### config.mk
export PLATFORM = sky130hd
export DESIGN_NAME = instr_sequencer
export DESIGN_NICKNAME = d
export VERILOG_FILES = /design/src/rtl/instr_sequencer.sv
export SDC_FILE = /design/constraint.sdc
export NUM_CORES = 1
export LEC_CHECK = 0
export CORE_MARGIN = 10
export CORE_UTILIZATION = 25
export DETAILED_ROUTE_END_ITERATION = 12
export PLACE_DENSITY = 0.57
export SLEW_MARGIN = 20
export SYNTH_ARGS = -nofsm -noshare
export SYNTH_HDL_FRONTEND = slang
export SYNTH_SLANG_ARGS = --single-unit
### constraint.sdc
create_clock -name clk -period 2.4 [get_ports clk]
set_input_delay 0.48 -clock clk [delete_from_list [all_inputs] [get_ports clk]]
set_output_delay 0.48 -clock clk [all_outputs]
set_load 0.01 [all_outputs]
### src/rtl/instr_sequencer.sv
// Instruction fetch/decode sequencer: fetches an opcode (optionally CB-prefixed)
// and up to two immediate bytes, then runs a microcode-timed EXEC phase.
module instr_sequencer #(
  parameter logic [15:0] RESET_PC = 16'h0000
) (
  input  logic        clk,
  input  logic        reset_n,
  output logic [15:0] mem_addr,
  output logic        mem_rd,
  input  logic        mem_ready,
  input  logic [7:0]  mem_rdata,
  output logic [7:0]  opcode,
  output logic        cb_prefix,
  input  logic [59:0] control_signals,
  output logic [15:0] imm,
  output logic        exec_active,
  output logic [3:0]  exec_step,
  output logic        instr_done,
  input  logic        pc_load,
  input  logic [15:0] pc_load_value,
  input  logic        halt,
  output logic [15:0] pc
);

  typedef enum logic [2:0] {
    FETCH,
    PREFIX,
    IMM_LO,
    IMM_HI,
    EXEC
  } state_t;

  state_t      state_q, state_d, cur_state;
  logic        decode_pend_q, decode_pend_d;
  logic        run_q;
  logic [1:0]  imm_bytes;
  logic [3:0]  exec_last;
  logic        accept;
  logic [15:0] pc_d, imm_d;
  logic [7:0]  opcode_d;
  logic        cb_d;
  logic [3:0]  step_d;
  logic        unused_ctrl;

  assign unused_ctrl = ^control_signals[59:6];

  // Decode from the ROM word of the latched opcode.
  always_comb begin
    imm_bytes = (control_signals[1:0] == 2'd3) ? 2'd2 : control_signals[1:0];
    exec_last = (control_signals[5:2] == 4'd0) ? 4'd0 : control_signals[5:2] - 4'd1;
  end

  // After a plain opcode latches, the IMM_LO/EXEC choice is resolved in the
  // following cycle straight from the ROM output, so no decode cycle is spent.
  always_comb begin
    cur_state = state_q;
    if (decode_pend_q) begin
      cur_state = (imm_bytes != 2'd0) ? IMM_LO : EXEC;
    end
  end

  always_comb begin
    mem_addr    = pc;
    mem_rd      = run_q && (cur_state != EXEC) && !((cur_state == FETCH) && halt);
    accept      = mem_rd && mem_ready;
    exec_active = (cur_state == EXEC);
    instr_done  = exec_active && (exec_step == exec_last);
  end

  always_comb begin
    state_d       = cur_state;
    decode_pend_d = 1'b0;
    pc_d          = pc;
    opcode_d      = opcode;
    cb_d          = cb_prefix;
    imm_d         = imm;
    step_d        = exec_step;
    case (cur_state)
      FETCH: begin
        if (accept) begin
          pc_d = pc + 16'd1;
          if (mem_rdata == 8'hCB) begin
            cb_d    = 1'b1;
            state_d = PREFIX;
          end else begin
            opcode_d      = mem_rdata;
            cb_d          = 1'b0;
            imm_d         = '0;
            state_d       = IMM_LO;
            decode_pend_d = 1'b1;
          end
        end
      end
      PREFIX: begin
        if (accept) begin
          pc_d     = pc + 16'd1;
          opcode_d = mem_rdata;
          imm_d    = '0;
          state_d  = EXEC;
        end
      end
      IMM_LO: begin
        if (accept) begin
          pc_d       = pc + 16'd1;
          imm_d[7:0] = mem_rdata;
          state_d    = (imm_bytes == 2'd2) ? IMM_HI : EXEC;
        end
      end
      IMM_HI: begin
        if (accept) begin
          pc_d        = pc + 16'd1;
          imm_d[15:8] = mem_rdata;
          state_d     = EXEC;
        end
      end
      EXEC: begin
        if (instr_done) begin
          step_d  = '0;
          state_d = FETCH;
          if (pc_load) begin
            pc_d = pc_load_value;
          end
        end else begin
          step_d = exec_step + 4'd1;
        end
      end
      default: begin
        state_d = FETCH;
        step_d  = '0;
      end
    endcase
  end

  always_ff @(posedge clk or negedge reset_n) begin
    if (!reset_n) begin
      state_q       <= FETCH;
      decode_pend_q <= 1'b0;
      run_q         <= 1'b0;
      pc            <= RESET_PC;
      opcode        <= '0;
      cb_prefix     <= 1'b0;
      imm           <= '0;
      exec_step     <= '0;
    end else begin
      state_q       <= state_d;
      decode_pend_q <= decode_pend_d;
      run_q         <= 1'b1;
      pc            <= pc_d;
      opcode        <= opcode_d;
      cb_prefix     <= cb_d;
      imm           <= imm_d;
      exec_step     <= step_d;
    end
  end

endmodule

==> reports/metrics.yaml <==
status: "finished clean"
antenna_cells: 0
grt_max_degree: 27
htreeDepth: 2
synth_area_leaders: "dfrtp_1 (44%), nand2_1 (7.9%), buf_4 (4.5%), o21ai_0 (4.4%), mux2_2 (3.2%)"
fin_util_pct: 39.2
critPathTopFamily: "buffers and inverters"
skew_ns: 0.00910
finalHoldViolations: 0
nets: 526
final_cell_mix: "clkdlybuf4s50_1 (90), nand2_1 (60), dfrtp_1 (50)"
core_region_area_um2: 11000
cts-root-buf: "clkbuf_16"
grt_usage_pct: 11.2
clkSlewWorstSetupHoldPaths_ns: 0.06
die_x_um: 127
synth-simple-area-share_pct: 20.2
cts_buffers: 5
first_iter_violations: 154
synthAdderAreaFrac_pct: 0.879
start_util_pct: 25.9
maxSlewHeadroom_pct: 57.8
dieArea_um2: 16100
num_rows: 38
yosys.area.top_type: "dfrtp_1"
seq_area_um2: 1250
synth_top_area_share_pct: 43.9
layout-drive-gt1-share_pct: 17.4
path_class: "input pin to output pin"
io_pins: 153
design_area_um2: 4310
drt_wl_total_um: 9430
gp_congestion: 0.806
setup_violations: 0
total_power_mw: 4.83
tightest_slew_ns: 0.633
grt_pass1_vias: 2931
maxCapViolations: 0
slowest_stage: "dlygate4sd2_1"
ctsHoldBuffers: 0
synth_ff_type: "dfrtp_1"
slew_viol_final: 0
clkSinkCount: 50
antenna_found_initial: 0
slowest_delay_ns: 0.29
syn_inst: 317
path_cells: "dlygate4sd2_1 -> nor4_2 -> a31oi_1 -> a21o_1 -> a21oi_2 -> and2_1 -> clkdlybuf4s15_2"
worst_r2r_startpoint: "decode_pend_q$_DFF_PN0_"
final_common_cell: "clkdlybuf4s50_1"
ir_drop_v: 0.000415
synth_mux_area_share_pct: 3.51
final_cells: 576
synth_top_family_by_area: "compound AO/OA/AOI/OAI gates"
route.detailed.drc: 0
crit_arrival_ns: 1.80
synth_compound_area_share_pct: 22.0
syn_avg_cell_area_um2: 8.98
multiInputGateArea_um2: 1390
end_kind: "output pin"
period_share_pct: 94.9
power_density_nw_per_um2: 1120
dp_hpwl_um: 7370
period_minus_slack_ns: 2.28
ys_ff_latch: 50
dpl_cell_area_um2: 4130
io_buffers: 98
nFillCells: 1142
wl_per_cell_um: 16.4
cts_tree: "yes"
path_buf_inv: 2
num_vias: 2852
required_ns: 1.92
synth_xor_area_share_pct: 1.23
syn-num-nets: 408
synth_edf_count: 0
crit_start: "control_signals[4]"
ys_warn_count: 0
dpl.cell_count: 567
antenna_left: 0
clk-insertion-delay-late_ns: 0.29
vias_per_cell: 4.95
die_h_um: 127
async_flop_share_pct: 100
clockBufferDepth: 2
fmax_mhz: 439
critPathLaunchType: "input pin"
crit_fanout: 5
p_leak_nw: 1.81
ys_seq_area_share_pct: 43.9
hold_path.class: "input pin to asynchronous set/reset pin"
grt_pass1_wl_um: 15200
syn_area_um2: 2850
area_growth_pct: 51.3
ys_types: 57
drt_pre_antenna_iters: 5
gr-total-overflow: 0
-- per-stage QoR --
stage,hold slack [ns],setup TNS [ns],setup WS (ns)
2_1_floorplan,0.184,0,0.186
3_3_place_gp,0.466,-2.58,-0.382
3_5_place_dp,0.473,-3.43,-0.399
4_1_cts,0.229,0,0.000123
5_1_grt,0.260,-0.00561,-0.00561
6_report,0.213,0,0.122
-- power by group --
part | total (mW) | switching, mW | internal [mW] | leakage [nW]
Combinational | 2.56 | 1.18 | 1.39 | 1.10
Sequential | 1.55 | 0.392 | 1.16 | 0.637
Clock | 0.713 | 0.299 | 0.414 | 0.0739
Total | 4.83 | 1.87 | 2.96 | 1.81
-- area by class of cell --
| type | count | area share [%] |
|---|---|---|
| Multi-Input combinational cell | 229 | 32.1 |
| Timing Repair Buffer | 143 | 30.8 |
| Clock inverter | 1 | 0.116 |
| Inverter | 6 | 0.523 |
| Tap cell | 140 | 4.07 |
| Clock buffer | 7 | 3.31 |
| Sequential cell | 50 | 29.0 |
-- metal layers --
layer / global-route usage, % / up-vias / share of wire [%]
met2: 18.0 / 110 / 45
met4: 1.67 / 0 / 0.40
li1: - / 1363 / -
met1: 13.8 / 1374 / 46
met3: 4.62 / 5 / 9.0
met5: 0 / - / 0
-- synth_stat cells, drive strengths merged, types with 4 or more instances --
cell type	number
a21o	4
a21oi	15
a221o	4
a22o	5
a22oi	4
buf	22
clkbuf	10
dfrtp	50
inv	6
mux2	8
nand2	60
nand2b	5
nand3	10
nor2	18
nor3	5
o21ai	31
o22ai	6
o31ai	4
or3	4
xnor2	4
-- cell families (layout without fill, tap and decap cells) --
logic type | after synthesis | after routing
AO/OA/AOI/OAI | 91 | 91
other | 1 | 1
flip-flops | 50 | 50
multiplexers | 9 | 9
adder cells (fa/ha/maj) | 2 | 2
AND/OR/NAND/NOR | 122 | 122
buffers and inverters | 38 | 157
XOR/XNOR | 4 | 4
-- worst reg2reg max path, cell delays in order, from the launching register on --
cell,delay (ns)
dfrtp_1,0.47
nor3b_4,0.21
buf_4,0.13
a2111o_1,0.43
a222oi_1,0.24
buf_4,0.23
o21ai_1,0.08
a22o_1,0.23
-- path summary, 6_finish.rpt --
kind	endpoint	slack (ns)	cells after the start
min in group clk	imm[1]$_DFFE_PN0P_	0.49	2
worst min-delay path	imm[1]$_DFFE_PN0P_	0.21	1
max in group asynchronous	mem_addr[10]$_DFFE_PN0P_	1.62	2
worst max register to register	mem_addr[7]$_DFFE_PN0P_	0.27	7
worst min register to register	imm[1]$_DFFE_PN0P_	0.49	2
worst max-delay path	instr_done	0.12	7
-- registers in the layout (all words and copies together) (netlist names) --
register       count
run_q              1
opcode             8
mem_addr          16
state_q            3
exec_step          4
cb_prefix          1
decode_pend_q      1
imm               16
-- repair_timing --
| item | in CTS | in global routing |
|---|---|---|
| setup endpoints to repair | 3 | 1 |
| buffers inserted | 1 | 0 |
| pin swaps | 3 | 2 |
| gates resized for setup | 8 | 6 |
(Power assumes the default switching activity.)
==> RTL edit 1 (same settings) <==
Encoding of `state_t`: now Gray code (3 bits for 5 states).
--- a/src/rtl/instr_sequencer.sv
+++ b/src/rtl/instr_sequencer.sv
@@ -25,7 +25,7 @@
   typedef enum logic [2:0] {
-    FETCH,
-    PREFIX,
-    IMM_LO,
-    IMM_HI,
-    EXEC
+    FETCH  = 3'b000,
+    PREFIX = 3'b001,
+    IMM_LO = 3'b011,
+    IMM_HI = 3'b010,
+    EXEC   = 3'b110
   } state_t;
Formal check against the unedited RTL: same outputs for any inputs over 4 cycles, from zero or initial values and one cycle with reset_n low; so few cycles prove little.
==> RTL edit 1 against the unedited design <==
Final cell count is 1.6% lower; count of clock-buffer cells in the layout is 1 lower; total power is 5.4% higher; setup slack worse by 0.026 ns; design area is 4.8% higher; largest cell class unchanged; combinational power is 2% higher; global-route usage is 0.61 points higher; first-iteration DRC count is 98% higher; core utilization is 0.49 points higher; area after synthesis is 1.8% higher; sequential cell count stayed put; routed wire length is 3.2% higher.
==> RTL edit 1: results (changes against the unedited design) <==
status finished clean; Async SR Flop Fraction 1.000 (unchanged); H-Tree Depth 2 (unchanged); Vias/cell 4.910 (-0.83%); YS warnings 0 (unchanged); fraction of layout instances using a drive strength above 1 0.2288 (+0.05446); hold slack 0.3094 ns (+0.09646 ns); Setup Buffers After CTS 0 (-1); max cap viols 0 (unchanged); clk slew on worst S/H paths 0.07 ns; Min-Delay Path Class in2async; detailed placement HPWL 7.729 mm (+4.8%); top area cells in the synthesized netlist dfrtp_1 43%, buf_4 4.4%, nand2_1 4.0%, mux2i_1 3.1%, mux2_2 2.7%; routability cong. 0.8320 (+3.2%); First-pass DRT Iterations 4 (-1); global-route wire length before repair 15.88 mm (+4.8%); P_leak 1.928 nW (+6.3%); port bufs 98 (unchanged); vias in the first global route 3015 (+2.9%); Max rail drop VDD 0.5037 mV (+21%); Antenna diodes 0 (unchanged); Crit path largest cell delay 0.37 ns (+0.08 ns); shortest period the worst path allows 2.304 ns (+0.02640 ns); largest net degree at the start of global routing 51 (+89%); root buffer cell clkbuf_16; CP max-delay cell mux2_2; drt initial violations 305 (+98%); top cells by count, synth 50 x dfrtp_1, 31 x nand2_1, 17 x buf_4; flop-to-flop setup slack 0.27 ns (about the same); critical path peak fanout 4 (-1); Final nets 514 (-2.3%); sequential fraction of the synthesis area 0.4316 (-0.007775); critical path arrival 1.82 ns (+0.02 ns); Max Buffers Root-to-Sink 2 (unchanged); GRT Util Overall 0.1176 (+0.006078); skew final 0.005283 ns (-0.003819 ns); WL/cell 17.18 µm (+4.9%); worst rel slew slack 0.5580 (-0.02011); post-placement setup slack -0.6078 ns (-0.2085 ns); Largest delay share family, worst path buffers and inverters; total CTS buffers 5 (unchanged); Worst-Skew Late Latency 0.28 ns; R2R depth 8 (+1); initial antenna violation count 1 (+1); library cells used by synthesis 75 (+32%); syn_nets 381 (-6.6%); Sw Share 0.3562 (-0.03121)
[RTL edit 1: changes by cell type after synthesis, moves of 7 or more]
cell	delta
o21ai_0	-15
nand2_1	-29
mux2i_1	+8
a21oi_1	-7
inv_1	+10
clkbuf_1	-9
[RTL edit 1: stage by stage]
step / TNS, ns / total power [mW] / cell area, µm² / cells
6_report: 0 / 5.087 / 4517 / 567
5_1_grt: -0.03374 / 5.472 / 4517 / 567
4_1_cts: -0.1592 / 5.123 / 4481 / 567
3_5_place_dp: -8.090 / 4.163 / 4280 / 559
3_3_place_gp: -6.722 / 4.118 / 4280 / 559
2_1_floorplan: 0 / 2.794 / 2899 / 290
[RTL edit 1: power groups by stage]
stage               registers (mW)  clock network, mW  logic, mW
floorplan                     1.60                  0       1.19
detailed placement            1.53                  0       2.63
CTS                           1.53              0.959       2.63
global route                  1.60               1.00       2.87
finish                        1.54              0.939       2.61
global placement              1.52                  0       2.60
[RTL edit 1: final cells by class]
cell class / count / area (µm²)
fillers: 1161 / 6853
multi-input cells: 198 / 1441
repair buffers: 151 / 1381
flip-flops and latches: 50 / 1252
well taps: 143 / 178.9
clock buffers: 6 / 138.9
inverters: 17 / 63.81
clock inverters: 2 / 60.06
[RTL edit 1: final timing paths]
check,from,endpoint
min reg2reg,opcode[4],opcode[4]
min in group clk,opcode[4],opcode[4]
max in group asynchronous,reset_n,exec_step[2]
min,reset_n,mem_addr[5]
max,control_signals[2],instr_done
max reg2reg,decode_pend_q,imm[8]
[RTL edit 1: logic make-up (layout without fill, tap and decap cells)]
group,Yosys count,after routing,synth area share
and+or+nand+nor,94,94,0.1770
AOI/OAI and AO/OA,75,75,0.2041
DFF,50,50,0.4316
buffers and inverters,42,176,0.08545
muxes,20,20,0.07380
xor gates and xnor gates,6,6,0.01813
adders and majority gates,2,2,0.008630
other,1,1,0.001294
[RTL edit 1: repair_timing]
item | 4_1_cts | 5_1_grt
pin swaps | 2 | 5
setup endpoints to repair | 3 | 18
resized for setup | 9 | 16
hold buffers | 0 | 0
cloned | 0 | 0
[RTL edit 1: per-layer routing]
| metal | up-vias | GRT usage | share of wire |
|---|---|---|---|
| li1 | 1326 | - | - |
| met5 | - | 0 | 0.0013 |
| met1 | 1331 | 0.1367 | 0.42 |
| met4 | 2 | 0.02980 | 0.016 |
| met2 | 112 | 0.1925 | 0.46 |
| met3 | 13 | 0.05376 | 0.10 |
==> RTL edit 2 (config.mk and constraints unchanged) <==
Made on the original files. Make the reset (`reset_n`) synchronous in one clocked block.
--- a/src/rtl/instr_sequencer.sv
+++ b/src/rtl/instr_sequencer.sv
@@ -133,3 +133,3 @@
 
-  always_ff @(posedge clk or negedge reset_n) begin
+  always_ff @(posedge clk) begin
     if (!reset_n) begin
Function: differs if reset_n is asserted again (counterexample within 4 cycles, from zero or initial values and one cycle with reset_n low); with reset_n held inactive, the same outputs for 4 cycles.
==> RTL edit 2 against the unedited design <==
Critical path depth down 3; sequential cell count did not move; setup slack lost 0.075 ns; final cell count is 5.4% higher; area after synthesis increased by 1.4%; routed wire length down 4.1%; fmax fell by 3.2%; design area decreased by 0.70%; critical path type unchanged; highest routed layer unchanged.
Power is not compared: it rests on default switching activity, and its combinational part moved more than twofold at a synthesized area within 25%.
==> RTL edit 2: results (changes against the unedited design) <==
Min-Delay Path Class reg2reg; status finished clean; Max rail drop VDD 0.3142 mV; met1 GRT Util 0.1305 (-0.007792); H-Tree Depth 2 (unchanged); Async SR Flop Fraction 0 (-1.000); max cap viols 0 (unchanged); global-route wire length before repair 14.79 mm (-2.4%); detailed placement HPWL 7.305 mm (-0.92%); fillcell total 1189 (+4.1%); top area cells in the synthesized netlist dfxtp_1 35%, mux2i_1 9.0%, nand2_1 6.5%, nor2_1 5.2%, buf_4 4.2%; largest net degree at the start of global routing 26 (-3.7%); fraction of layout instances using a drive strength above 1 0.1681 (-0.006208); capturing point of the worst reg2reg path mem_addr[1]; GR Util met2 0.1874 (+0.007234); total CTS buffers 5 (unchanged); critical path arrival 1.87 ns (+0.07 ns); First-pass DRT Iterations 4 (-1); flop-to-flop setup slack 0.25 ns (-0.02 ns); Hold Path Depth 2; met3 Use GR 0.02854 (-0.01769); syn_nets 446 (+9.3%); library cells used by synthesis 63 (+11%); Reg-to-Reg Start exec_step[2]; sequential fraction of the synthesis area 0.3466 (-0.09275); GRT Util Overall 0.1093 (-0.002284); critical path peak fanout 4 (-1); Final nets 554 (+5.3%); routability cong. 0.8154 (+1.1%); WL/cell 14.91 µm (-9.0%); drt initial violations 247 (+60%); port bufs 98 (unchanged); top cells by count, synth 50 x dfxtp_1, 50 x nand2_1, 40 x nor2_1; Antenna diodes 0 (unchanged); worst rel slew slack 0.6235 (+0.04541)
==> RTL edit 2: cell count changes after synthesis, moves of 5 or more <==
| cell | before | now |
|---|---|---|
| clkbuf_1 | 10 | 5 |
| or2_2 | 1 | 9 |
| dfxtp_1 | 0 | 50 |
| nand2_1 | 60 | 50 |
| dfrtp_1 | 50 | 0 |
| and2_1 | 1 | 9 |
| o21ai_0 | 25 | 13 |
| mux2_2 | 8 | 1 |
| mux2i_1 | 1 | 26 |
| nor2_1 | 17 | 40 |
| nand3_1 | 10 | 21 |
| a22o_1 | 5 | 0 |
==> RTL edit 2: cell type report <==
class	count	share of cell area
multi-input combinational	265	0.3883
timing repair buffer	132	0.2921
sequential	50	0.2339
tap	143	0.04181
clock buffer	5	0.02924
inverter	9	0.007895
clock inverter	3	0.006725
==> RTL edit 2: worst max-delay path, cell delays in order <==
cell and delay (ns):
clkdlybuf4s50_1 0.45, or3b_2 0.49, o311a_4 0.15, dlygate4sd2_1 0.30
==> RTL edit 2: kinds of logic after synthesis <==
kind of cell	share of synthesized area
xor+xnor	0.009100
buf+inv	0.08449
simple gates	0.2847
flops	0.3466
mux	0.09402
fa+ha+maj	0.008664
compound gates	0.1724
==> RTL edit 2: metrics by stage <==
step                      cells  hold slack (ns)  cell area, µm²  power, mW  setup slack (ns)
after detailed placement    599           0.4496            4118      1.361           -0.6329
after global routing        607           0.4791            4279      2.178          0.004067
after floorplan             355           0.4760            2888      1.143            0.1119
final                       607           0.4530            4279      2.071           0.04701
after global placement      599           0.4434            4118      1.355           -0.5877
after CTS                   607           0.4593            4267      2.101          -0.01805
==> RTL edit 2: worst max-delay path by stage <==
stage | to | cells past startpoint | startpoint
after floorplan | instr_done | 6 | control_signals[2]
after global placement | instr_done | 7 | control_signals[2]
after detailed placement | instr_done | 9 | control_signals[2]
after CTS | instr_done | 9 | control_signals[2]
after global routing | mem_rd | 4 | control_signals[1]
final | mem_rd | 4 | control_signals[1]
==> RTL edit 2: layer usage <==
metal | part of all wire | vias to the layer above
met1 | 0.42 | 1297
li1 | - | 1452
met5 | 0 | -
met4 | 0.015 | 0
met2 | 0.50 | 68
met3 | 0.061 | 9
==> RTL edit 2: repair_timing <==
item                       4_1_cts  5_1_grt
buffers inserted                 0        0
pin swaps                        0        4
gates cloned                     0        0
gates resized for setup         12       10
setup endpoints to repair       14        3
==> RTL edit 2: power by group through the flow <==
stage | Sequential (mW) | Clock, mW | Combinational (mW)
floorplan | 0.918 | 0 | 0.225
global placement | 0.916 | 0 | 0.439
detailed placement | 0.917 | 0 | 0.444
CTS | 0.898 | 0.761 | 0.442
global route | 0.905 | 0.791 | 0.482
finish | 0.898 | 0.733 | 0.441
